--- src/rtl/riscv_mmio_uart_tx.sv ---
// -----------------------------------------------------------------------------
// riscv_mmio_uart_tx
//
// Memory-mapped UART transmitter for the multicycle core's data bus. Stores
// push bytes into a small TX FIFO and a single FSM serialises them as 8N1
// frames on tx. Reads are purely combinational and have no side effects,
// because the core provides no read strobe.
//
// Register window (BASE_ADDR, 16-byte aligned), byte offsets:
//   0x0 TXDATA   W: push wdata[7:0]            R: 0
//   0x4 STATUS   R: [0]full [1]empty [2]busy [3]overrun [7:4]count
//                W: wdata[3]=1 clears overrun
//   0x8 BAUDDIV  R/W [15:0]; bit period is BAUDDIV+1 clocks
//   0xC          reads 0, writes ignored
//
// Ports:
//   clk    in   rising-edge clock
//   reset  in   asynchronous, active-high
//   addr   in   byte address from the core; addr[1:0] ignored
//   wdata  in   store data
//   we     in   store strobe, sampled at posedge
//   rdata  out  combinational read data, 0 when hit=0
//   hit    out  combinational address match for the register window
//   tx     out  serial line, idle high, driven from a flop
//   irq    out  registered; 1 when the FIFO is empty and the shifter is idle
// -----------------------------------------------------------------------------
module riscv_mmio_uart_tx #(
  parameter logic [31:0] BASE_ADDR   = 32'hFFFF_FF00,
  parameter int          FIFO_DEPTH  = 8,
  parameter logic [15:0] DEFAULT_DIV = 16'd867
) (
  input  logic        clk,
  input  logic        reset,
  input  logic [31:0] addr,
  input  logic [31:0] wdata,
  input  logic        we,
  output logic [31:0] rdata,
  output logic        hit,
  output logic        tx,
  output logic        irq
);

  localparam int               PTR_W    = (FIFO_DEPTH > 1) ? $clog2(FIFO_DEPTH) : 1;
  localparam int               CNT_W    = PTR_W + 1;
  localparam logic [CNT_W-1:0] DEPTH_C  = CNT_W'(FIFO_DEPTH);
  localparam logic [PTR_W-1:0] LAST_PTR = PTR_W'(FIFO_DEPTH - 1);

  typedef enum logic [1:0] {
    IDLE  = 2'd0,
    START = 2'd1,
    DATA  = 2'd2,
    STOP  = 2'd3
  } state_e;

  // FIFO and register state
  logic [7:0]       mem_q [FIFO_DEPTH];
  logic [PTR_W-1:0] wr_ptr_q, wr_ptr_d;
  logic [PTR_W-1:0] rd_ptr_q, rd_ptr_d;
  logic [CNT_W-1:0] count_q, count_d;
  logic             overrun_q, overrun_d;
  logic [15:0]      bauddiv_q, bauddiv_d;

  // Transmit FSM state
  state_e      state_q;
  logic [7:0]  shift_q;
  logic [15:0] div_q;     // divisor latched at pop, fixed for the whole frame
  logic [15:0] baud_q;
  logic [2:0]  bit_q;
  logic        tx_q;
  logic        irq_q;

  logic [1:0] reg_sel;
  logic       wr_txdata, wr_status, wr_baud;
  logic       fifo_empty, fifo_full, busy, bit_end;
  logic       pop, push_ok;
  logic       unused_bits;

  // ---------------------------------------------------------------------------
  // Address decode
  // ---------------------------------------------------------------------------
  assign hit       = (addr[31:4] == BASE_ADDR[31:4]);
  assign reg_sel   = addr[3:2];
  assign wr_txdata = we & hit & (reg_sel == 2'd0);
  assign wr_status = we & hit & (reg_sel == 2'd1);
  assign wr_baud   = we & hit & (reg_sel == 2'd2);

  assign unused_bits = ^{addr[1:0], wdata[31:16]};

  assign fifo_empty = (count_q == '0);
  assign fifo_full  = (count_q == DEPTH_C);
  assign busy       = (state_q != IDLE);
  assign bit_end    = (baud_q == div_q);

  // The FSM takes a byte whenever it is idle, or at the last clock of a stop
  // bit, so consecutive frames run with no idle gap.
  assign pop = ~fifo_empty & ((state_q == IDLE) | ((state_q == STOP) & bit_end));

  // A push into a full FIFO still fits if a byte leaves in the same clock.
  assign push_ok = wr_txdata & (~fifo_full | pop);

  // ---------------------------------------------------------------------------
  // FIFO / register next state
  // ---------------------------------------------------------------------------
  always_comb begin
    // NOTE: every output gets a default first so no path leaves it unassigned,
    // which would otherwise infer a latch.
    wr_ptr_d  = wr_ptr_q;
    rd_ptr_d  = rd_ptr_q;
    count_d   = count_q;
    overrun_d = overrun_q;
    bauddiv_d = bauddiv_q;

    if (push_ok) wr_ptr_d = (wr_ptr_q == LAST_PTR) ? '0 : wr_ptr_q + 1'b1;
    if (pop)     rd_ptr_d = (rd_ptr_q == LAST_PTR) ? '0 : rd_ptr_q + 1'b1;

    case ({push_ok, pop})
      2'b10:   count_d = count_q + 1'b1;
      2'b01:   count_d = count_q - 1'b1;
      default: count_d = count_q;
    endcase

    // Overrun is sticky until software writes STATUS with bit 3 set.
    if (wr_txdata & ~push_ok)      overrun_d = 1'b1;
    else if (wr_status & wdata[3]) overrun_d = 1'b0;

    if (wr_baud) bauddiv_d = wdata[15:0];
  end

  always_ff @(posedge clk or posedge reset) begin
    // NOTE: sequential state is updated with non-blocking assignments so every
    // flop samples the pre-edge values of the others.
    if (reset) begin
      wr_ptr_q  <= '0;
      rd_ptr_q  <= '0;
      count_q   <= '0;
      overrun_q <= 1'b0;
      bauddiv_q <= DEFAULT_DIV;
    end else begin
      wr_ptr_q  <= wr_ptr_d;
      rd_ptr_q  <= rd_ptr_d;
      count_q   <= count_d;
      overrun_q <= overrun_d;
      bauddiv_q <= bauddiv_d;
    end
  end

  // NOTE: FIFO storage has no reset; count_q guards every read, so stale
  // contents are never observed and the array can map onto plain RAM/flops.
  always_ff @(posedge clk) begin
    if (push_ok) mem_q[wr_ptr_q] <= wdata[7:0];
  end

  // ---------------------------------------------------------------------------
  // Transmit FSM with registered tx and irq
  // ---------------------------------------------------------------------------
  always_ff @(posedge clk or posedge reset) begin
    if (reset) begin
      state_q <= IDLE;
      shift_q <= '0;
      div_q   <= DEFAULT_DIV;
      baud_q  <= '0;
      bit_q   <= '0;
      tx_q    <= 1'b1;
      irq_q   <= 1'b1;
    end else begin
      // tx follows the current state one clock later, so the start bit shows
      // on the line the clock after the pop.
      case (state_q)
        START:   tx_q <= 1'b0;
        DATA:    tx_q <= shift_q[0];
        default: tx_q <= 1'b1;
      endcase
      irq_q <= fifo_empty & ~busy;

      case (state_q)
        IDLE: begin
          if (pop) begin
            shift_q <= mem_q[rd_ptr_q];
            div_q   <= bauddiv_q;
            baud_q  <= '0;
            bit_q   <= '0;
            state_q <= START;
          end
        end
        START: begin
          if (bit_end) begin
            baud_q  <= '0;
            bit_q   <= '0;
            state_q <= DATA;
          end else begin
            baud_q <= baud_q + 1'b1;
          end
        end
        DATA: begin
          if (bit_end) begin
            baud_q  <= '0;
            shift_q <= {1'b0, shift_q[7:1]};
            if (bit_q == 3'd7) state_q <= STOP;
            else               bit_q   <= bit_q + 1'b1;
          end else begin
            baud_q <= baud_q + 1'b1;
          end
        end
        STOP: begin
          if (bit_end) begin
            baud_q <= '0;
            if (pop) begin
              shift_q <= mem_q[rd_ptr_q];
              div_q   <= bauddiv_q;
              bit_q   <= '0;
              state_q <= START;
            end else begin
              state_q <= IDLE;
            end
          end else begin
            baud_q <= baud_q + 1'b1;
          end
        end
        default: state_q <= IDLE;
      endcase
    end
  end

  assign tx  = tx_q;
  assign irq = irq_q;

  // ---------------------------------------------------------------------------
  // Combinational read mux
  // ---------------------------------------------------------------------------
  always_comb begin
    rdata = '0;
    if (hit) begin
      case (reg_sel)
        2'd1:    rdata[7:0]  = {4'(count_q), overrun_q, busy, fifo_empty, fifo_full};
        2'd2:    rdata[15:0] = bauddiv_q;
        default: rdata       = '0;
      endcase
    end
  end

endmodule

--- config.mk ---
export PLATFORM = sky130hd
export DESIGN_NAME = riscv_mmio_uart_tx
export DESIGN_NICKNAME = d
export VERILOG_FILES = /design/src/rtl/riscv_mmio_uart_tx.sv
export SDC_FILE = /design/constraint.sdc
export NUM_CORES = 1
export LEC_CHECK = 0
export CORE_ASPECT_RATIO = 1.25
export CORE_MARGIN = 5
export CORE_UTILIZATION = 45
export CTS_BUF_LIST = sky130_fd_sc_hd__clkbuf_4
export CTS_CLUSTER_DIAMETER = 200
export DETAILED_ROUTE_END_ITERATION = 16
export GPL_TIMING_DRIVEN = 0
export PLACE_DENSITY = 0.78
export RECOVER_POWER = 50
export SLEW_MARGIN = 0
export SYNTH_ARGS = -nofsm -noshare
export SYNTH_HDL_FRONTEND = slang
export SYNTH_SLANG_ARGS = --single-unit
--- constraint.sdc ---
create_clock -name clk -period 3.83 [get_ports clk]
set_input_delay 1.149 -clock clk [delete_from_list [all_inputs] [get_ports clk]]
set_output_delay 1.149 -clock clk [all_outputs]
set_load 0.005 [all_outputs]
==> results.py <==
metrics = {
    "route": {
        "avgViaCountPerCell": 5.487,
        "drcViolationCount": 0,
        "drt-pass1-iter-count": 5,
        "totalWireLength_um": 14240,
        "wl_per_cell_um": 18.17,
        "drt.antenna.violating_nets": 0,
        "dr.first_iter.drc_count": 232,
        "via_count": 4302,
    },
    "sta": {
        "grt_setup_unrepaired": "true",
        "tightest_slew_ns": 1.519,
        "fin_crit_ns": 3.881,
        "setup_viol": 7,
        "post-route-period-util_pct": 101.3,
        "max_freq_ghz": 0.2577,
        "holdWs_ns": 0.5299,
        "finalClockSkew_ns": 0.01783,
        "drv_slew": 75,
        "hold_viol": 0,
        "slew_headroom_pct": -1.248,
        "timing.final.ws_setup_ns": -0.05083,
    },
    "clock_tree": {
        "cts_buffers": 17,
        "clk_latency_ns": 0.55,
        "cts_root_buf": "clkbuf_4",
        "clk_pin_slew_ns": 0.12,
        "cts_buffer_depth": 2,
        "cts.sinks": 138,
        "htree_levels": 4,
        "cts_hold_buf": 0,
        "tritoncts": "built",
    },
    "setup_path": {
        "crit_arrival_ns": 2.73,
        "r2r-start": "baud_q[10]",
        "crit_required_ns": 2.68,
        "critPathLaunchType": "input pin",
        "rr_endpoint": "count_q[3]",
        "end_kind": "primary output",
        "regToRegSetupSlack_ns": 0.30,
        "path_class": "in -> out",
        "worstPathMaxFanout": 3,
        "rr_worst_depth": 10,
    },
    "final_layout": {
        "post-route-util_pct": 55.40,
        "fill_cells": 1167,
        "drive_gt1_share_pct": 34.21,
        "syn2layout_area_growth_pct": 20.95,
        "nets": 678,
        "stdcell_count": 784,
    },
    "yosys": {
        "postSynthAreaPerCell_um2": 13.83,
        "ys_ff_latch": 138,
        "async_reset_ff_share_pct": 53.62,
        "netlist_area_mm2": 0.006599,
        "synth_ff_type": "edfxtp_1",
        "synth_top_area_share_pct": 29.12,
        "synth_warnings": 0,
        "synth_largest_area_cell": "edfxtp_1",
        "ys_seq_area_share_pct": 57.45,
        "ys_top_cells_by_area": "edfxtp_1 29%, dfrtp_1 23%, dfstp_2 5.6%",
        "synth.distinct_cells": 56,
        "synth-edff-count": 64,
        "synthCells": 477,
    },
    "place": {
        "routabilityCongestion": 0.8869,
        "dp.cells": 741,
        "hpwlAfterDp_um": 10390,
        "dp_slack_ns": -1.164,
        "port_buffers": 67,
    },
    "status": {
        "violations": "capacitance limit, slew limit, setup timing",
        "status": "complete, but fails checks",
    },
    "power": {
        "powerDensity_mw_per_mm2": 320.2,
        "peakVddDrop_uv": 279.9,
        "total_power_uw": 2555,
        "power_leakage_uw": 0.003291,
    },
    "die": {
        "die_area_mm2": 0.01720,
        "fp.dieW_um": 118.3,
        "num_rows": 49,
        "core_area_mm2": 0.01441,
        "io_pins": 102,
        "die_h_um": 145.4,
        "initial_core_util_pct": 45.80,
    },
    "global_routing": {
        "grt_overflow_total": 0,
        "grt_pass1_vias": 4609,
        "grt_pass1_wl_um": 23180,
        "grt_max_degree": 75,
        "grtUsageTotal_pct": 16.74,
        "antenna_found_initial": 1,
    },
    "worst_hold_path": {
        "worstHoldStart": "shift_q[7]",
        "hold_path.class": "reg -> reg",
        "hold_end": "shift_q[7]",
        "hold_depth": 1,
    },
    "run": {
        "cap_violations": 1,
    },
}
## worst max path at each step
stage	slack, ns	to	startpoint
2_1_floorplan	-0.13	mem_q[2][0]	addr[11]
5_1_grt	-0.09	rdata[11]	addr[6]
6_report	-0.05	rdata[9]	addr[6]
3_5_place_dp	-1.16	rdata[9]	addr[19]
3_3_place_gp	-1.50	mem_q[2][1]	addr[11]
4_1_cts	-0.09	rdata[11]	addr[6]
## layer usage
metal	track usage [%]	part of all wire [%]	routed length (um)
met2	30.66	55	7851
met4	6.254	1.6	231
met3	2.760	3.7	534
met5	0	0	0
met1	19.48	39	5625
## cell type report
cell class | instances | area, um^2 | area share (%)
clock buffer | 18 | 135.1 | 1.693
tap | 178 | 222.7 | 2.790
antenna | 1 | 2.502 | 0.03135
sequential | 138 | 3791 | 47.50
inverter | 19 | 71.32 | 0.8936
multi-input combinational | 298 | 2730 | 34.21
timing repair buffer | 82 | 669.4 | 8.387
buffer | 36 | 234.0 | 2.931
clock inverter | 14 | 125.1 | 1.568
## registers in the layout, indices dropped and copies added, names as in the netlist, 2 cells and up
| register | count |
|---|---|
| state_q | 2 |
| shift_q | 8 |
| wr_ptr_q | 3 |
| bauddiv_q | 16 |
| div_q | 16 |
| count_q | 4 |
| baud_q | 16 |
| mem_q | 64 |
| bit_q | 3 |
| rd_ptr_q | 3 |
## metrics by stage
step                      TNS, ns  area [um^2]
after floorplan            -2.147         6655
after global placement    -113.32         7548
after detailed placement   -67.61         7606
after CTS                 -0.3013         7916
after global routing      -0.8559         7981
final                     -0.1554         7981
## layout by cell type, fill, tap and decap left out, drive strengths merged, types with 3 or more instances in the layout
cell type,instances
or4,4
dfstp,14
dfrtp,60
buf,74
a22o,3
a222oi,7
clkbuf,26
mux4,16
a31oi,7
conb,16
mux2i,9
and3,14
nor4b,3
and2,3
nor3,6
ha,19
nand2,23
o21ai,13
nand2b,5
clkinv,6
nand3,6
nor2,17
xnor2,21
xor2,7
dlygate4sd2,4
inv,27
mux2,41
nor4,4
clkdlybuf4s50,18
dlymetal6s2s,3
a22oi,7
dlygate4sd3,9
a21oi,9
nand3b,3
edfxtp,64
nand4,15
## cell families after synthesis
| family | synth area share (%) |
|---|---|
| adder cells (fa/ha/maj) | 3.603 |
| AND/OR/NAND/NOR | 9.120 |
| buffers and inverters | 4.474 |
| XOR/XNOR | 3.830 |
| AO/OA/AOI/OAI | 7.073 |
| flip-flops | 57.45 |
| multiplexers | 14.39 |
| other | 0.05683 |
## critical path, cell delays in order
cell and delay (ns):
buf_6 0.09, or4_4 0.54, nor4_4 0.37, clkbuf_8 0.21, buf_6 0.10, and3_4 0.18, buf_6 0.09
## synth_stat cells (3+ instances only)
cell      instances
xnor2_1          20
mux2_4           10
ha_1             19
mux2_2           31
a222oi_1          7
nand3_1           5
dfstp_2          14
buf_2             5
or4_1             4
and3_1           14
nor3_1            6
nand3b_1          3
o21ai_0          13
a31oi_1           7
buf_1             4
nor4_1            3
buf_4            17
nand2b_1          5
nand4_1          15
mux4_2           16
edfxtp_1         64
a21oi_1           9
inv_1            18
nand2_1          23
nor2_1           17
dfrtp_1          60
and2_1            3
clkbuf_1          9
a22o_1            3
mux2i_1           9
xor2_1            7
a22oi_1           7
## power breakdown
part | leakage [uW] | switching (uW) | total (uW) | internal (uW)
sequential | 0.00156 | 4.61 | 1560 | 1560
clock | 0.000150 | 590 | 882 | 292
combinational | 0.00158 | 55.4 | 110 | 54.5
## timing repair
action | in CTS | in global routing
setup buffers | 10 | 3
gates resized for setup | 150 | 16
pin swaps | 14 | 3
endpoints found under the setup margin | 60 | 27
gates cloned | 1 | 0
(Power assumes the default switching activity.)
